File: config.mk
export PLATFORM = sky130hd
export DESIGN_NAME = pri_arbiter_flat
export DESIGN_NICKNAME = d
export VERILOG_FILES = /design/src/rtl/pri_arbiter_pkg.sv /design/src/rtl/pri_arbiter_if.sv /design/src/rtl/pri_arbiter_rot_sel.sv /design/src/rtl/pri_arbiter.sv /design/src/flat_wrapper.sv
export SDC_FILE = /design/constraint.sdc
export NUM_CORES = 1
export LEC_CHECK = 0
export CORE_MARGIN = 2
export CORE_UTILIZATION = 42
export CTS_BUF_LIST = sky130_fd_sc_hd__clkbuf_8 sky130_fd_sc_hd__clkbuf_16
export DETAILED_ROUTE_END_ITERATION = 7
export HOLD_SLACK_MARGIN = 0.03
export MAX_ROUTING_LAYER = met4
export PLACE_DENSITY = 0.81
export SKIP_CTS_REPAIR_TIMING = 1
export SLEW_MARGIN = 20
export SYNTH_ARGS = -nofsm -noshare
export SYNTH_HDL_FRONTEND = slang
export SYNTH_SLANG_ARGS = --single-unit
File: constraint.sdc
create_clock -name clk -period 1.9 [get_ports clk]
set_input_delay 0.38 -clock clk [delete_from_list [all_inputs] [get_ports clk]]
set_output_delay 0.38 -clock clk [all_outputs]
set_load 0.01 [all_outputs]
File: src/rtl/pri_arbiter_pkg.sv
// rtl/pri_arbiter_pkg.sv - shared types and helpers for the priority arbiter
package pri_arbiter_pkg;

  typedef enum logic {
    ST_IDLE  = 1'b0,
    ST_GRANT = 1'b1
  } arb_state_e;

  // Grant index width; never below one bit so the index port always exists.
  function automatic int idx_width(int n);
    return (n > 1) ? $clog2(n) : 1;
  endfunction

endpackage

File: src/rtl/pri_arbiter_if.sv
// rtl/pri_arbiter_if.sv - request/grant bundle between requesters and the arbiter
interface pri_arbiter_if
  import pri_arbiter_pkg::*;
#(
  parameter int N_REQ = 4
);

  localparam int IDX_W = idx_width(N_REQ);

  logic             en;
  logic [N_REQ-1:0] req;
  logic             done;
  logic [N_REQ-1:0] gnt;
  logic [IDX_W-1:0] gnt_idx;
  logic             gnt_valid;

  modport master (
    output en, req, done,
    input  gnt, gnt_idx, gnt_valid
  );

  modport slave (
    input  en, req, done,
    output gnt, gnt_idx, gnt_valid
  );

endinterface

File: src/rtl/pri_arbiter_rot_sel.sv
// rtl/pri_arbiter_rot_sel.sv - rotate, MSB priority-encode, un-rotate winner select
module rot_pri_select #(
  parameter int N_REQ = 4,
  parameter int IDX_W = 2
) (
  input  logic [N_REQ-1:0] req_i,
  input  logic [IDX_W-1:0] start_i,
  input  logic             rr_i,
  output logic [N_REQ-1:0] win_oh_o,
  output logic [IDX_W-1:0] win_idx_o,
  output logic             any_o
);

  localparam int SH_W = IDX_W + 1;

  logic [SH_W-1:0]  shift;
  logic [N_REQ-1:0] rot;
  logic [IDX_W-1:0] rot_idx;
  logic [SH_W-1:0]  pos;

  // rot[j] = req[(start+1+j) mod N], so rot's MSB is req[start]; a shift of N is identity.
  assign shift = rr_i ? ({1'b0, start_i} + SH_W'(1)) : SH_W'(N_REQ);
  assign rot   = N_REQ'({req_i, req_i} >> shift);

  always_comb begin
    rot_idx = '0;
    any_o   = 1'b0;
    for (int j = 0; j < N_REQ; j++) begin
      if (rot[j]) begin
        rot_idx = IDX_W'(j);
        any_o   = 1'b1;
      end
    end
  end

  always_comb begin
    pos = {1'b0, rot_idx} + shift;
    if (pos >= SH_W'(N_REQ)) begin
      pos = pos - SH_W'(N_REQ);
    end
  end

  assign win_idx_o = IDX_W'(pos);

  always_comb begin
    win_oh_o = '0;
    for (int j = 0; j < N_REQ; j++) begin
      win_oh_o[j] = any_o && (win_idx_o == IDX_W'(j));
    end
  end

endmodule

File: src/rtl/pri_arbiter.sv
// rtl/pri_arbiter.sv - registered N-way arbiter, fixed or round-robin, grant held until release
module pri_arbiter
  import pri_arbiter_pkg::*;
#(
  parameter int N_REQ = 4,
  parameter bit RR_EN = 1'b1
) (
  input logic          clk,
  input logic          rst_n,
  pri_arbiter_if.slave bus
);

  localparam int IDX_W = idx_width(N_REQ);

  arb_state_e       state_q;
  logic [N_REQ-1:0] gnt_q;
  logic [IDX_W-1:0] idx_q;
  logic             valid_q;
  logic [IDX_W-1:0] last_q;

  logic [IDX_W-1:0] start_c;
  logic [N_REQ-1:0] win_oh;
  logic [IDX_W-1:0] win_idx;
  logic             win_any;
  logic             release_c;

  // Search begins one below the previous owner so that owner is tried last.
  assign start_c = (last_q == '0) ? IDX_W'(N_REQ - 1) : (last_q - IDX_W'(1));

  rot_pri_select #(
    .N_REQ (N_REQ),
    .IDX_W (IDX_W)
  ) u_sel (
    .req_i     (bus.req),
    .start_i   (start_c),
    .rr_i      (RR_EN),
    .win_oh_o  (win_oh),
    .win_idx_o (win_idx),
    .any_o     (win_any)
  );

  assign release_c = bus.done | ~bus.req[idx_q];

  always_ff @(posedge clk) begin
    if (!rst_n) begin
      state_q <= ST_IDLE;
      gnt_q   <= '0;
      idx_q   <= '0;
      valid_q <= 1'b0;
      last_q  <= '0;
    end else begin
      case (state_q)
        ST_IDLE: begin
          if (bus.en && win_any) begin
            state_q <= ST_GRANT;
            gnt_q   <= win_oh;
            idx_q   <= win_idx;
            valid_q <= 1'b1;
          end
        end
        ST_GRANT: begin
          if (release_c) begin
            state_q <= ST_IDLE;
            gnt_q   <= '0;
            valid_q <= 1'b0;
            last_q  <= idx_q;
          end
        end
        default: begin
          state_q <= ST_IDLE;
          gnt_q   <= '0;
          valid_q <= 1'b0;
        end
      endcase
    end
  end

  assign bus.gnt       = gnt_q;
  assign bus.gnt_idx   = idx_q;
  assign bus.gnt_valid = valid_q;

endmodule

File: src/flat_wrapper.sv
// flat-port wrapper written by rule: the top's interface ports become plain ports
module pri_arbiter_flat import pri_arbiter_pkg::*;
#(
  parameter int N_REQ = 4,
  parameter bit RR_EN = 1'b1
)
  (clk, rst_n, bus_en, bus_req, bus_done, bus_gnt, bus_gnt_idx, bus_gnt_valid);
  pri_arbiter_if #(.N_REQ(N_REQ)) bus_i ();
  input logic clk;
  input logic rst_n;
  input wire logic [$bits(bus_i.en)-1:0] bus_en;
  input wire logic [$bits(bus_i.req)-1:0] bus_req;
  input wire logic [$bits(bus_i.done)-1:0] bus_done;
  output wire logic [$bits(bus_i.gnt)-1:0] bus_gnt;
  output wire logic [$bits(bus_i.gnt_idx)-1:0] bus_gnt_idx;
  output wire logic [$bits(bus_i.gnt_valid)-1:0] bus_gnt_valid;
  assign bus_i.en = bus_en;
  assign bus_i.req = bus_req;
  assign bus_i.done = bus_done;
  assign bus_gnt = bus_i.gnt;
  assign bus_gnt_idx = bus_i.gnt_idx;
  assign bus_gnt_valid = bus_i.gnt_valid;
  pri_arbiter #(.N_REQ(N_REQ), .RR_EN(RR_EN)) u_core (.clk(clk), .rst_n(rst_n), .bus(bus_i));
endmodule
# Word-level counts from Yosys, hierarchy flattened
# Index checks and enable logic that the tools add are counted.
dict set report word_totals {
  ff_bits 10
  input_bits 8
}
dict set report op_classes {
  addsub 4
  magnitude_cmp 2
  n_eq_ne 5
  shift 1
  mux 20
  n_bitwise 3
  reduce_logical 10
}
# cell count
set op_table {}
lappend op_table {{$mux W1} 10}
lappend op_table {{$mux W2} 4}
lappend op_table {{$mux W4} 2}
lappend op_table {{$pmux W4 S2} 1}
lappend op_table {{$shr A8 B3 Y4} 1}
lappend op_table {{$reduce_and A2 Y1} 3}
lappend op_table {{$logic_and A1 B1 Y1} 5}
lappend op_table {{$eq A2 B2 Y1 const B} 2}
lappend op_table {{$logic_not A2 Y1} 2}
lappend op_table {{$pmux W1 S2} 2}
lappend op_table {{$sub A2 B1 Y2 const B} 2}
lappend op_table {{$add A2 B1 Y3 const B} 1}
lappend op_table {{$add A2 B3 Y3} 1}
lappend op_table {{$ge A3 B3 Y1 const B} 1}
lappend op_table {{$lt A2 B3 Y1 const B} 1}
lappend op_table {{$bmux W1 S2} 1}
lappend op_table {{$eq A2 B1 Y1 const B} 1}
lappend op_table {{$ne A2 B1 Y1 const B} 1}
lappend op_table {{$ne A2 B2 Y1 const B} 1}
lappend op_table {{$not A1 Y1} 2}
lappend op_table {{$or A1 B1 Y1} 1}

# Depth between registers and ports, before layout
# Gate-level depths: netlist of run 1.
dict set report depth {
  depth_word 14
  depth_mapped 10
  mapped_depth_nobuf 9
}

# Cells and area by module
# From an unflattened synthesis of run 1, not the netlist that was laid out.
dict set report hier_totals {
  hier_cells 108
  area_unflattened_um2 894.6
}
# module n_inst cells_per_inst area_each_um2
set modules_own_cells {}
lappend modules_own_cells {pri_arbiter 1 51 470.5}
lappend modules_own_cells {rot_pri_select 1 57 424.2}

# Worst setup path after synthesis of run 1
# No wires, ideal clock.
dict set report synth_path {
  path_type {reg-to-reg}
  from {register u_core.last_q[0]}
  to {register u_core.gnt_q[1], in the netlist u_core.bus.gnt[1]}
  setup_ns 0.117
  arrival_time_ns 1.760
  path_slack_ns 0.023
  stages_incl_launch_ff 11
  period_less_slack_ns 1.877
  path_cell_list {dfxtp_1 -> inv_1 -> ha_1 -> buf_2 -> nand2b_1 -> a21oi_1 -> a31oi_1 -> a21oi_1 -> ha_1 -> xnor2_1 -> a22o_1}
}
dict set report synth_between {
  elab_chain_len 14
  elab_cells_between_ends 23
  classes_between {add/sub: 4; order compare: 1; eq/ne: 2; shift: 1; mux: 11; reduce/logical: 4}
}
# item line
set synth_lines {}
lappend synth_lines {{start, declared} pri_arbiter.sv:19} ;# logic [IDX_W-1:0] last_q;
lappend synth_lines {{start signal, assigned} pri_arbiter.sv:66} ;# last_q <= idx_q;
lappend synth_lines {{$sub A2 B1 Y2 / $logic_not A2 Y1 (equally long branches)} pri_arbiter.sv:28} ;# assign start_c = (last_q == '0) ? IDX_W'(N_REQ - 1) : (last_q - IDX_W'(1));
lappend synth_lines {{$mux W2 (*)} pri_arbiter.sv:28}
lappend synth_lines {{$add A2 B1 Y3 (*)} pri_arbiter_rot_sel.sv:22} ;# assign shift = rr_i ? ({1'b0, start_i} + SH_W'(1)) : SH_W'(N_REQ);
lappend synth_lines {{$shr A8 B3 Y4} pri_arbiter_rot_sel.sv:23} ;# assign rot = N_REQ'({req_i, req_i} >> shift);
lappend synth_lines {{$mux W1} pri_arbiter_rot_sel.sv:29} ;# if (rot[j]) begin
lappend synth_lines {{$mux W2 (2 in a row)} pri_arbiter_rot_sel.sv:29}
lappend synth_lines {{$add A2 B3 Y3} pri_arbiter_rot_sel.sv:37} ;# pos = {1'b0, rot_idx} + shift;
lappend synth_lines {{$ge A3 B3 Y1 / $sub A2 B1 Y2 (equally long branches)} {pri_arbiter_rot_sel.sv:38, pri_arbiter_rot_sel.sv:39}}
lappend synth_lines {{$mux W2} pri_arbiter_rot_sel.sv:38} ;# if (pos >= SH_W'(N_REQ)) begin
lappend synth_lines {{$eq A2 B1 Y1} pri_arbiter_rot_sel.sv:48} ;# win_oh_o[j] = any_o && (win_idx_o == IDX_W'(j));
lappend synth_lines {{$logic_and A1 B1 Y1} pri_arbiter_rot_sel.sv:48}
lappend synth_lines {{$mux W4} pri_arbiter.sv:54} ;# if (bus.en && win_any) begin
lappend synth_lines {{$pmux W4 S2} pri_arbiter.sv:52} ;# case (state_q)
lappend synth_lines {{end signal, assigned} pri_arbiter.sv:56} ;# gnt_q <= win_oh;
lappend synth_lines {{end, declared} pri_arbiter.sv:16} ;# logic [N_REQ-1:0] gnt_q;
# Every way passes the cells marked *; elsewhere a longest branch is shown, timed or not. The select of a mux whose other input is x is not followed.
# A chain may end at the register's enable or synchronous reset.

# Worst setup path in the final report of run 1
dict set report layout_path {
  from {register u_core.last_q[0]}
  to {register u_core.gnt_q[3], in the netlist u_core.bus.gnt[3]}
}
dict set report layout_between {
  elab_chain_len 14
  elab_cells_between_ends 23
  classes_between {add/sub: 4; order compare: 1; eq/ne: 2; shift: 1; mux: 11; reduce/logical: 4}
}
# item line
set layout_lines {}
lappend layout_lines {{$sub A2 B1 Y2 / $logic_not A2 Y1 (equally long branches)} pri_arbiter.sv:28}
lappend layout_lines {{$mux W2 (*)} pri_arbiter.sv:28}
lappend layout_lines {{$add A2 B1 Y3 (*)} pri_arbiter_rot_sel.sv:22}
lappend layout_lines {{$shr A8 B3 Y4} pri_arbiter_rot_sel.sv:23}
lappend layout_lines {{$mux W1} pri_arbiter_rot_sel.sv:29}
lappend layout_lines {{$mux W2 (2 in a row)} pri_arbiter_rot_sel.sv:29}
lappend layout_lines {{$add A2 B3 Y3} pri_arbiter_rot_sel.sv:37}
lappend layout_lines {{$ge A3 B3 Y1 / $sub A2 B1 Y2 (equally long branches)} {pri_arbiter_rot_sel.sv:38, pri_arbiter_rot_sel.sv:39}}
lappend layout_lines {{$mux W2} pri_arbiter_rot_sel.sv:38}
lappend layout_lines {{$eq A2 B2 Y1} pri_arbiter_rot_sel.sv:48}
lappend layout_lines {{$logic_and A1 B1 Y1} pri_arbiter_rot_sel.sv:48}
lappend layout_lines {{$mux W4} pri_arbiter.sv:54}
lappend layout_lines {{$pmux W4 S2} pri_arbiter.sv:52}
# Marks and branches as above.

==> results of run 1 <==
-- final cells by class --
cell class / count / area, um2 / share of cell area, %
clock buffers: 3 / 41.3 / 4.39
multi-input cells: 52 / 409 / 43.5
repair buffers: 28 / 253 / 26.9
well taps: 15 / 18.8 / 2.00
inverters: 4 / 15.0 / 1.60
flip-flops and latches: 10 / 203 / 21.6
-- per-stage QoR --
| stage | hold slack (ns) | TNS, ns | cells | area [um2] | worst slack [ns] |
|---|---|---|---|---|---|
| after floorplan | 0.490 | 0 | 70 | 607 | 0.0229 |
| after global placement | 0.466 | -1.65 | 107 | 822 | -0.219 |
| after detailed placement | 0.468 | -1.84 | 107 | 822 | -0.249 |
| after CTS | 0.478 | -0.562 | 110 | 863 | -0.137 |
| after global routing | 0.498 | -0.121 | 112 | 940 | -0.0599 |
| final | 0.474 | 0 | 112 | 940 | 0.0130 |
-- state kept, by name, summed over array words and instances, names as in the netlist --
signal and cells:
u_core.bus.gnt 4, u_core.bus.gnt_idx 2, u_core.last_q 2, u_core.bus.gnt_valid 1, u_core.state_q 1
-- metal layers --
| layer | part of all wire (%) | global-route usage (%) | vias up |
|---|---|---|---|
| li1 | - | - | 312 |
| met1 | 46 | 21.3 | 282 |
| met2 | 49 | 25.9 | 13 |
| met3 | 3.5 | 3.88 | 2 |
| met4 | 1.3 | 3.75 | 0 |
| met5 | 0 | - | - |
-- power groups by stage --
stage / sequential (W) / combinational, W / clock, W
2_1_floorplan: 0.000242 / 0.0000751 / 0
3_3_place_gp: 0.000239 / 0.000148 / 0
3_5_place_dp: 0.000239 / 0.000151 / 0
4_1_cts: 0.000235 / 0.000151 / 0.000217
5_1_grt: 0.000238 / 0.000182 / 0.000226
6_report: 0.000236 / 0.000167 / 0.000209
-- final timing paths --
| path | start | to | slack (ns) | cells after the start |
|---|---|---|---|---|
| worst max register to register | u_core.last_q[0]$_SDFFE_PN0P_ | u_core.bus.gnt[3]$_SDFFE_PN0P_ | 0.01 | 9 |
| worst min register to register | u_core.bus.gnt[0]$_SDFFE_PN0P_ | u_core.bus.gnt[0]$_SDFFE_PN0P_ | 0.47 | 2 |
| worst min-delay path | u_core.bus.gnt[0]$_SDFFE_PN0P_ | u_core.bus.gnt[0]$_SDFFE_PN0P_ | 0.47 | 2 |
| worst max-delay path | u_core.last_q[0]$_SDFFE_PN0P_ | u_core.bus.gnt[3]$_SDFFE_PN0P_ | 0.01 | 9 |
-- worst reg2reg max path, delay by kind of cell, from the launching register on --
family / cells / cell delay, ns
flops: 1 / 0.33
compound gates: 4 / 0.57
simple gates: 1 / 0.13
xor+xnor: 1 / 0.19
fa+ha+maj: 2 / 0.52
buf+inv: 1 / 0.05
-- cell usage in the layout, fill, tap and decap left out, types with 2 or more instances in the layout --
master | synthesis | final
buf_4 | 0 | 14
clkdlybuf4s50_1 | 0 | 11
dfxtp_1 | 10 | 8
nand2_1 | 7 | 7
a21oi_1 | 7 | 6
nor2_1 | 6 | 6
nor2b_1 | 3 | 3
clkbuf_8 | 1 | 3
dlymetal6s2s_1 | 0 | 3
inv_2 | 0 | 2
inv_1 | 4 | 2
a31oi_1 | 2 | 2
nor4_1 | 2 | 2
o21ai_0 | 2 | 2
o32ai_1 | 2 | 2
a22o_1 | 2 | 2
dfxtp_2 | 0 | 2
-- cells by family after synthesis --
| group | Yosys count |
|---|---|
| AO/OA/AOI/OAI | 22 |
| XOR/XNOR | 2 |
| adder cells (fa/ha/maj) | 2 |
| multiplexers | 1 |
| buffers and inverters | 8 |
| flip-flops | 10 |
| AND/OR/NAND/NOR | 25 |
==> impl_metrics.toml, run 1 <==
[run_status]
outcome = "completed"

[synthesis]
syn_avg_cell_area_um2 = 8.67
synth_most_common_cell = "dfxtp_1"
synthFlopType = "dfxtp_1"
synth_simple_gate_area_share_pct = 21.6
synth_compound_area_share_pct = 26.6
ys_seq_area_share_pct = 33.0
ys_seq_elements = 10
syn-cell-area_um2 = 607
synth-edff-count = 0
synth_adder_area_share_pct = 4.12
synth_top_family_by_area = "compound AO/OA/AOI/OAI gates"
syn_inst = 70
synth_cell_types = 32
async_flop_share_pct = 0
synth_warnings = 0
yosys-top-cells-area = "dfxtp_1 33%, a21oi_1 5.8%, nand2_1 4.3%, ha_1 4.1%, mux4_2 3.7%"
synthXorXnorAreaFrac_pct = 2.89
synth.largest_area_cell = "dfxtp_1"
synth.net_count = 80
muxShareOfSynthArea_pct = 3.71
synthTopCellsByCount = "10 x dfxtp_1, 7 x a21oi_1, 7 x nand2_1"
synth_top_area_share_pct = 33.0

[power]
p_switching_w = 0.000156
seqPwrFrac_pct = 38.5
power_density_nw_per_um2 = 652
p_comb_share_pct = 27.3
clockPowerShare_pct = 34.2
p_int_w = 0.000457
cellLeakagePower_nw = 0.396
peakVddDrop_v = 0.000474
switching_share_pct = 25.4
p_total_w = 0.000612

[sta]
rsz0062_at_grt = "yes"
skew_ns = 0.00401
period_share_pct = 99.3
slew-limit-headroom_pct = 69.9
setup_viol = 0
hold_viol = 0
final_max_slew_viol_count = 0
fin_crit_ns = 1.89
tightest_slew_ns = 0.446
max_freq_ghz = 0.530

[clock_tree]
htree_levels = 1
clock-sinks = 10
cts_tree = "built"
clockBufferDepth = 2
cts-buffers-inserted = 3
root_buffer = "clkbuf_8"
clk_pin_slew_ns = 0.05
clkLatencyLatePin_ns = 0.23

[detailed_routing]
vias_per_cell = 5.44
vias = 609
antenna_left = 0
wl_mm = 1.45
drtIter0Drc = 14
drt_pass1_iterations = 5
drc = 0
wl_per_cell_um = 12.9

[cells_and_area]
drive_above_1_share_pct = 33.0
syn_to_final_growth_pct = 54.8
num_antenna_cells = 0
nNetsFinal = 109
final_util_pct = 71.3
fillers = 104

[critical_path]
cpPeakStageDelay_ns = 0.33
critPathBufInv = 1
cp-end-kind = "flop"
critPathTopFamily = "compound AO/OA/AOI/OAI gates"
start_kind = "flop"
crit_arrival_ns = 2.01
path_cells = "inv_2 > ha_4 > nand2b_4 > a21oi_2 > a31oi_1 > a21oi_1 > ha_2 > xor2_2 > a22o_1"
critical_path_class = "flop to flop"
cp_slowest_cell = "dfxtp_2"
crit_fanout = 6
cp.required_ns = 2.02

[worst_hold_path]
hp-class = "flop to flop"

[placement]
port_buffers = 14
detailed_place_hpwl_mm = 1.06
gp_congestion = 0.821

[grt]
grt_pass1_wl_mm = 2.25
grt_max_degree = 9
grt-ovfl-total = 0
antenna_found_initial = 0
grt_pass1_vias = 548
grtUsageTotal_pct = 16.4

[job]
maxCapViolCount = 0

[floorplanning]
initial_utilization_pct = 46.1
num_rows = 13
ioPinCount = 15
die_area_um2 = 1760
die_w_um = 42.0
core_area_um2 = 1320
die_y_um = 42.0
Power figures use the tool's default switching activity.
==> run 2: changes to the inputs <==
--- a/config.mk
+++ b/config.mk
@@ -12,6 +12,7 @@
 export HOLD_SLACK_MARGIN = 0.03
 export MAX_ROUTING_LAYER = met4
 export PLACE_DENSITY = 0.81
+export REMOVE_ABC_BUFFERS = 1
 export SKIP_CTS_REPAIR_TIMING = 1
 export SLEW_MARGIN = 20
 export SYNTH_ARGS = -nofsm -noshare
==> run 2 against run 1 <==
Net effect: flip-flop and latch count did not move; setup slack improved by 0.041 ns; utilization rose by 1.1 points; cell count did not move; critical path type unchanged; largest cell class unchanged.
==> impl_metrics.toml, run 2 (synthesis results as in run 1) <==
[clock_tree]
cts_tree = "built"
root_buffer = "clkbuf_8"
cts-buffers-inserted = 3
clkLatencyLatePin_ns = 0.24
clk_pin_slew_ns = 0.05
htree_levels = 1
clockBufferDepth = 2
clock-sinks = 10

[sta]
final_max_slew_viol_count = 0
slew-limit-headroom_pct = 66.9
skew_ns = 0.00971
setup_viol = 0
rsz0062_at_grt = "yes"
setup_total_negative_slack_ns = 0
period_share_pct = 97.2
whs_ns = 0.478
hold_viol = 0
fin_crit_ns = 1.85
tightest_slew_ns = 0.490
max_freq_ghz = 0.542

[grt]
grt_pass1_vias = 616
grt_pass1_wl_mm = 2.63
grt_max_degree = 10
grt-ovfl-total = 0
grtUsageTotal_pct = 20.1
antenna_found_initial = 0

[floorplanning]
ioPinCount = 15
die_y_um = 42.0
core_area_um2 = 1320
initial_utilization_pct = 46.1
die_w_um = 42.0
die_area_um2 = 1760
num_rows = 13

[detailed_routing]
drtIter0Drc = 20
drt_pass1_iterations = 4
wl_mm = 1.92
antenna_left = 0
vias = 646
vias_per_cell = 5.77
wl_per_cell_um = 17.1
drc = 0

[critical_path]
start_kind = "flop"
critical_path_class = "flop to flop"
reg2reg_depth = 9
cp-end-kind = "flop"
path_cells = "inv_2 > ha_4 > nand2b_4 > a21oi_2 > a31oi_1 > a21oi_1 > ha_2 > xor2_2 > a22o_1"
cpPeakStageDelay_ns = 0.33
cp_slowest_cell = "dfxtp_2"
r2r_slack_ns = 0.05
timing.rr.start = "u_core.last_q[0]$_SDFFE_PN0P_"
cp.required_ns = 2.02
reg2reg_to = "u_core.bus.gnt[3]$_SDFFE_PN0P_"
crit_fanout = 5
crit_arrival_ns = 1.96

[cells_and_area]
syn_to_final_growth_pct = 57.3
layout_common_cells = "13 x buf_4, 10 x clkdlybuf4s50_1, 8 x dfxtp_1"
largest_register_ff_count = 4
fin_cells = 112
fillers = 101
num_antenna_cells = 0
seq_area_um2 = 203
multi_input_area_um2 = 415
nNetsFinal = 108
stdcell_area_um2 = 955
final_common_cell = "buf_4"
drive_above_1_share_pct = 34.0

[power]
peakVddDrop_v = 0.000530
power_density_nw_per_um2 = 709
p_total_w = 0.000677
cellLeakagePower_nw = 0.406

[worst_hold_path]
holdPathStages = 2
hold_path_end = "u_core.bus.gnt[2]$_SDFFE_PN0P_"
hp-class = "flop to flop"
hp-start = "u_core.bus.gnt[2]$_SDFFE_PN0P_"

[placement]
gp_congestion = 0.826
port_buffers = 14
placed_cell_area_um2 = 822
detailed_place_hpwl_mm = 1.20
placed_cells = 107

[run_status]
outcome = "completed"

[job]
maxCapViolCount = 0
-- run 2: area by class of cell --
class / instances / area share, %
Clock buffer: 4 / 5.77
Sequential cell: 10 / 21.2
Timing Repair Buffer: 27 / 26.0
Inverter: 4 / 1.57
Multi-Input combinational cell: 52 / 43.5
Tap cell: 15 / 1.97
-- run 2: report_power, final --
group | switching [W] | leakage, nW | internal [W]
registers | 0.0000125 | 0.0829 | 0.000225
logic | 0.0000808 | 0.294 | 0.0000943
clock network | 0.0000825 | 0.0288 | 0.000182
-- run 2: per-layer routing --
layer / part of all wire [%] / vias up / wire length [um] / GRT usage (%)
li1: - / 306 / - / -
met4: 1.4 / 0 / 27 / 3.13
met2: 52 / 27 / 1000 / 34.7
met3: 4.3 / 4 / 83 / 7.76
met1: 42 / 309 / 806 / 22.5
met5: 0 / - / 0 / -
-- run 2: worst max path at each step --
| stage | startpoint | end | slack [ns] | cells past startpoint |
|---|---|---|---|---|
| final | u_core.last_q[0]$_SDFFE_PN0P_ | u_core.bus.gnt[3]$_SDFFE_PN0P_ | 0.05 | 9 |
| after global routing | u_core.last_q[1]$_SDFFE_PN0P_ | u_core.bus.gnt[1]$_SDFFE_PN0P_ | -0.03 | 9 |
| after detailed placement | bus_req[1] | u_core.bus.gnt[1]$_SDFFE_PN0P_ | -0.24 | 8 |
| after floorplan | u_core.last_q[0]$_SDFFE_PN0P_ | u_core.bus.gnt[3]$_SDFFE_PN0P_ | 0.04 | 9 |
| after global placement | bus_req[1] | u_core.bus.gnt[3]$_SDFFE_PN0P_ | -0.20 | 6 |
| after CTS | u_core.last_q[0]$_SDFFE_PN0P_ | u_core.bus.gnt[1]$_SDFFE_PN0P_ | -0.07 | 9 |
-- run 2: critical path, delay by kind of cell (launching register included) --
kind,cells,cell delay (ns)
AOI/OAI and AO/OA,4,0.52
and+or+nand+nor,1,0.13
buffers and inverters,1,0.05
xor gates and xnor gates,1,0.19
adders and majority gates,2,0.51
DFF,1,0.33
-- run 2: stage by stage --
step,utilization [%],setup slack [ns]
floorplan,-,0.0433
global placement,62.4,-0.199
detailed placement,62.4,-0.236
CTS,66.6,-0.0734
global route,72.5,-0.0283
finish,72.5,0.0541
